[src/rtl/ir_ctrl_if.sv]
// Core-side handshake bundle of the interrupt controller: the request line,
// the acknowledge/end-of-interrupt strobes and the claim information.
// The controller uses the master modport and the core uses the slave modport.
interface ir_ctrl_if #(
  parameter int ID_W = 3
);
  logic            interrupter;
  logic            ir;
  logic            eoi;
  logic [ID_W-1:0] claim_id;
  logic            claim_valid;

  modport master (
    output interrupter,
    output claim_id,
    output claim_valid,
    input  ir,
    input  eoi
  );

  modport slave (
    input  interrupter,
    input  claim_id,
    input  claim_valid,
    output ir,
    output eoi
  );
endinterface

[src/rtl/ir_ctrl.sv]
// Fixed-priority interrupt controller with a single outstanding claim.
// Source 0 has the highest priority. The pending vector is registered, and an
// IDLE/REQ/SERVICE FSM drives the request to the core and latches the claim
// on acknowledge.
// Optional feature macro: IR_EDGE_DETECT_EN. When it is defined, sources are
// rising-edge detected and latched until acknowledged. When it is undefined,
// the pending vector follows the enabled source levels.
module ir_ctrl #(
  parameter int NUM_SRC = 8,
  parameter int ID_W    = 3
) (
  input  logic               clk,
  input  logic               rst_n,
  input  logic [NUM_SRC-1:0] irq_src,
  input  logic               en_wen,
  input  logic [NUM_SRC-1:0] en_din,
  output logic [NUM_SRC-1:0] en,
  output logic [NUM_SRC-1:0] pending,
  ir_ctrl_if.master          core
);

  typedef enum logic [1:0] {IDLE, REQ, SERVICE} state_t;

  state_t             state;
  logic [NUM_SRC-1:0] en_next;
  logic [NUM_SRC-1:0] pending_next;
  logic [ID_W-1:0]    winner;
  logic               any_pending;
  logic               ack;

  // Lowest-index pending source wins; the scan runs downward so the lowest index is written last.
  always_comb begin
    winner = '0;
    for (int i = NUM_SRC - 1; i >= 0; i--) begin
      if (pending[i]) winner = ID_W'(i);
    end
  end

  // An acknowledge counts only in REQ while something is still pending.
  always_comb begin
    any_pending = |pending;
    ack         = (state == REQ) && core.ir && any_pending;
    en_next     = en_wen ? en_din : en;
  end

  // The enable register updates on the edge that follows a write, in every state.
  always_ff @(posedge clk or negedge rst_n) begin
    if (!rst_n) en <= '0;
    else        en <= en_next;
  end

`ifdef IR_EDGE_DETECT_EN
  logic [NUM_SRC-1:0] irq_prev;
  logic [NUM_SRC-1:0] ack_mask;

  // A new rising edge beats the acknowledge clear, and clearing an enable drops its pending bit.
  always_comb begin
    ack_mask     = ack ? (NUM_SRC'(1) << winner) : '0;
    pending_next = ((pending & ~ack_mask) | (irq_src & ~irq_prev & en_next)) & en_next;
  end

  // Keep the previous source sample for the rising-edge detection.
  always_ff @(posedge clk or negedge rst_n) begin
    if (!rst_n) irq_prev <= '0;
    else        irq_prev <= irq_src;
  end
`else
  // In level mode the pending vector is simply the enabled source levels.
  always_comb begin
    pending_next = irq_src & en_next;
  end
`endif

  // Register the pending vector.
  always_ff @(posedge clk or negedge rst_n) begin
    if (!rst_n) pending <= '0;
    else        pending <= pending_next;
  end

  // Request/service FSM with registered interrupter, claim_valid and claim_id outputs.
  always_ff @(posedge clk or negedge rst_n) begin
    if (!rst_n) begin
      state            <= IDLE;
      core.interrupter <= 1'b0;
      core.claim_valid <= 1'b0;
      core.claim_id    <= '0;
    end else begin
      case (state)
        IDLE: begin
          if (any_pending) begin
            state            <= REQ;
            core.interrupter <= 1'b1;
          end
        end
        REQ: begin
          if (!any_pending) begin
            state            <= IDLE;
            core.interrupter <= 1'b0;
          end else if (ack) begin
            state            <= SERVICE;
            core.interrupter <= 1'b0;
            core.claim_valid <= 1'b1;
            core.claim_id    <= winner;
          end
        end
        SERVICE: begin
          if (core.eoi) begin
            state            <= IDLE;
            core.claim_valid <= 1'b0;
          end
        end
        default: begin
          state            <= IDLE;
          core.interrupter <= 1'b0;
          core.claim_valid <= 1'b0;
        end
      endcase
    end
  end

endmodule

[src/flat_wrapper.sv]
// flat-port wrapper written by rule: the top's interface ports become plain ports
module ir_ctrl_flat 
#(
  parameter int NUM_SRC = 8,
  parameter int ID_W    = 3
)
  (clk, rst_n, irq_src, en_wen, en_din, en, pending, core_interrupter, core_claim_id, core_claim_valid, core_ir, core_eoi);
  ir_ctrl_if #(.ID_W(ID_W)) core_i ();
  input  logic clk;
  input  logic rst_n;
  input  logic [NUM_SRC-1:0] irq_src;
  input  logic en_wen;
  input  logic [NUM_SRC-1:0] en_din;
  output logic [NUM_SRC-1:0] en;
  output logic [NUM_SRC-1:0] pending;
  output wire logic [$bits(core_i.interrupter)-1:0] core_interrupter;
  output wire logic [$bits(core_i.claim_id)-1:0] core_claim_id;
  output wire logic [$bits(core_i.claim_valid)-1:0] core_claim_valid;
  input wire logic [$bits(core_i.ir)-1:0] core_ir;
  input wire logic [$bits(core_i.eoi)-1:0] core_eoi;
  assign core_interrupter = core_i.interrupter;
  assign core_claim_id = core_i.claim_id;
  assign core_claim_valid = core_i.claim_valid;
  assign core_i.ir = core_ir;
  assign core_i.eoi = core_eoi;
  ir_ctrl #(.NUM_SRC(NUM_SRC), .ID_W(ID_W)) u_core (.clk(clk), .rst_n(rst_n), .irq_src(irq_src), .en_wen(en_wen), .en_din(en_din), .en(en), .pending(pending), .core(core_i));
endmodule
[config.mk]
export PLATFORM = sky130hd
export DESIGN_NAME = ir_ctrl_flat
export DESIGN_NICKNAME = d
export VERILOG_FILES = /design/src/rtl/ir_ctrl_if.sv /design/src/rtl/ir_ctrl.sv /design/src/flat_wrapper.sv
export SDC_FILE = /design/constraint.sdc
export NUM_CORES = 1
export LEC_CHECK = 0
export BUFFER_PORTS_ARGS = -buffer_cell sky130_fd_sc_hd__buf_2
export CORE_AREA = 10 10 85 58
export DETAILED_ROUTE_END_ITERATION = 7
export DIE_AREA = 0 0 95 68
export SLEW_MARGIN = 20
export SYNTH_ARGS = -nofsm -noshare
export SYNTH_HDL_FRONTEND = slang
export SYNTH_SLANG_ARGS = --single-unit
[constraint.sdc]
create_clock -name clk -period 2.4 [get_ports clk]
set_input_delay 0.24 -clock clk [delete_from_list [all_inputs] [get_ports clk]]
set_output_delay 0.24 -clock clk [all_outputs]
set_load 0.01 [all_outputs]
==> flow_summary.yaml <==
synth:
  syn_area_um2: 913
  synth_cell_types: 18
  yosys_warnings: 0
  syn_inst: 69
  syn-num-nets: 90
  synth-seq-cells: 23
  post_synth.cell_area_avg_um2: 13.2
  seq_area_frac_synth: 0.630
timing:
  setup_tns_ps: 0
  tightest_slew_ps: 512
  rsz0062_at_grt: "false"
  period_minus_slack_ps: 1630
  fmax_mhz: 614
  slew_violations: 0
  setup_viol: 0
  fin_crit_sh: 0.679
  maxSlewHeadroom: 0.658
  hold_viol: 0
  setup_slack_ps: 770
  finClkSkew_ps: 3.75
clocking:
  ctsRootBufferMaster: "clkbuf_8"
  cts_buffer_depth: 2
  path_clk_slew_ps: 80
  cts_setup_buffers: 0
  tritoncts: "yes"
  h-tree-depth: 1
  worstSkewPairLatency_ps: 270
  cts_inserted_buffers: 3
  cts_sinks: 23
worst_setup_path:
  rr_startpoint: "u_core.pending[4]"
  reg2reg_slack_ps: 770
  worst-setup-path-type: "reg2reg"
  rr_worst_depth: 4
  cp_data_arrival_time_ps: 1780
  startpoint: "u_core.pending[4]"
  rr_endpoint: "u_core.core.claim_id[0]"
  cp-start-kind: "flip-flop"
  end_kind: "flip-flop"
  required_ps: 2550
  endpoint: "u_core.core.claim_id[0]"
  crit_fanout: 4
cells_and_area:
  nets: 136
  final_cell_mix: "buf_2 (41), dfrtp_1 (23), mux2_2 (8), and2_1 (8)"
  drive_gt1_frac: 0.518
  area_growth_pct: 34.9
  instances_no_fill: 161
  utilization: 0.358
  final_common_cell: "buf_2"
  n_fill_cell: 368
  antenna_cells: 0
placement:
  pre_cts_ws_ps: 781
  placed_cells: 156
  portBuffers: 41
  dpl.hpwl_um: 1880
  gp_congestion: 0.669
run:
  max_cap_violations: 0
drt:
  vias: 676
  wl_per_cell_um: 14.3
  drc: 0
  vias_per_cell: 4.20
  wirelength_um: 2310
  ant_nets: 0
  drt-pass1-iter-count: 4
  drtIter0Drc: 17
power_and_ir_drop:
  finalPower_mw: 1.07
  p_leak_nw: 0.608
  peakVddDrop_uv: 357
  power_density_nw_per_um2: 866
global_route:
  antenna_found_initial: 0
  grt_max_degree: 24
  grt_pass1_vias: 769
  grt_overflow: 0
  grt_use_total: 0.0739
  grt_pass1_wl_um: 3580
floorplan:
  initial_core_util: 0.265
  num_rows: 17
  fp.dieH_um: 68
  die_w_um: 95
  dieArea_um2: 6460
  fp.coreArea_um2: 3450
  io_pins: 42
hold_path:
  hp-class: "in2reg"
outcome:
  outcome: "complete, no violations"
kinds of logic after synthesis:
kind of cell | synth area share
and+or+nand+nor | 0.140
AOI/OAI and AO/OA | 0.0863
muxes | 0.132
DFF | 0.630
buffers and inverters | 0.0123
worst min path at each step:
stage / slack, ps / cells past startpoint / endpoint / startpoint
2_1_floorplan: -60 / 0 / u_core.core.claim_id[0] / rst_n
3_3_place_gp: 230 / 1 / u_core.en[7] / rst_n
3_5_place_dp: 250 / 1 / u_core.en[7] / rst_n
4_1_cts: 170 / 2 / u_core.pending[3] / irq_src[3]
5_1_grt: 180 / 2 / u_core.pending[3] / irq_src[3]
6_report: 170 / 2 / u_core.pending[3] / irq_src[3]
routing by layer:
metal / vias to the layer above / share of wire / track usage
met1: 313 / 0.43 / 0.0822
met5: - / 0 / 0
met2: 29 / 0.43 / 0.109
met3: 4 / 0.13 / 0.0524
met4: 0 / 0.013 / 0.0279
li1: 330 / - / -
sequential cells by signal (all words and copies together), names as in the netlist:
signal and count:
u_core.core.claim_valid 1, u_core.core.interrupter 1, u_core.en 8, u_core.pending 8
u_core.state 2, u_core.core.claim_id 3
what timing repair did:
item	CTS	global route
hold buffers	1	0
endpoints found under the hold margin	23	0
resized for setup	0	0
worst max-delay path, cell delays in order (launching register included):
cell	delay, ps
dfrtp_1	420
or4_4	560
nor2_4	150
nor3_2	80
mux2_4	300
cell usage after synthesis (all sizes together):
library cell   n  area share
o21ai          5       0.027
dfrtp         23        0.63
mux2          10        0.13
or4            2       0.025
nor2           6       0.033
nor2b          1      0.0069
a21o           2       0.016
a21oi          3       0.016
and2           8       0.055
nor3           2       0.016
clkbuf         1      0.0041
inv            2      0.0082
o2bb2ai        1      0.0096
a211oi         2       0.016
nand2          1      0.0041
cell type report:
type                            instances  area, um2  area share
Sequential cell                        23        576       0.467
Multi-Input combinational cell         43        327       0.265
Timing Repair Buffer                   42        215       0.175
Tap cell                               47       58.8      0.0477
Clock buffer                            3       41.3      0.0335
Clock inverter                          1       7.51     0.00609
Inverter                                2       7.51     0.00609
stage by stage:
stage / hold WS, ps / instance area, um2
final: 174 / 1230
after global routing: 185 / 1230
after CTS: 170 / 1230
after detailed placement: 247 / 1170
after global placement: 230 / 1170
after floorplan: -55.6 / 913
power breakdown:
group / internal, mW / switching [mW] / total [mW] / leakage [nW]
logic: 0.150 / 0.141 / 0.290 / 0.306
clock network: 0.117 / 0.128 / 0.246 / 0.0217
registers: 0.469 / 0.0623 / 0.531 / 0.281
Note: power is estimated with default switching activity, not from simulation.
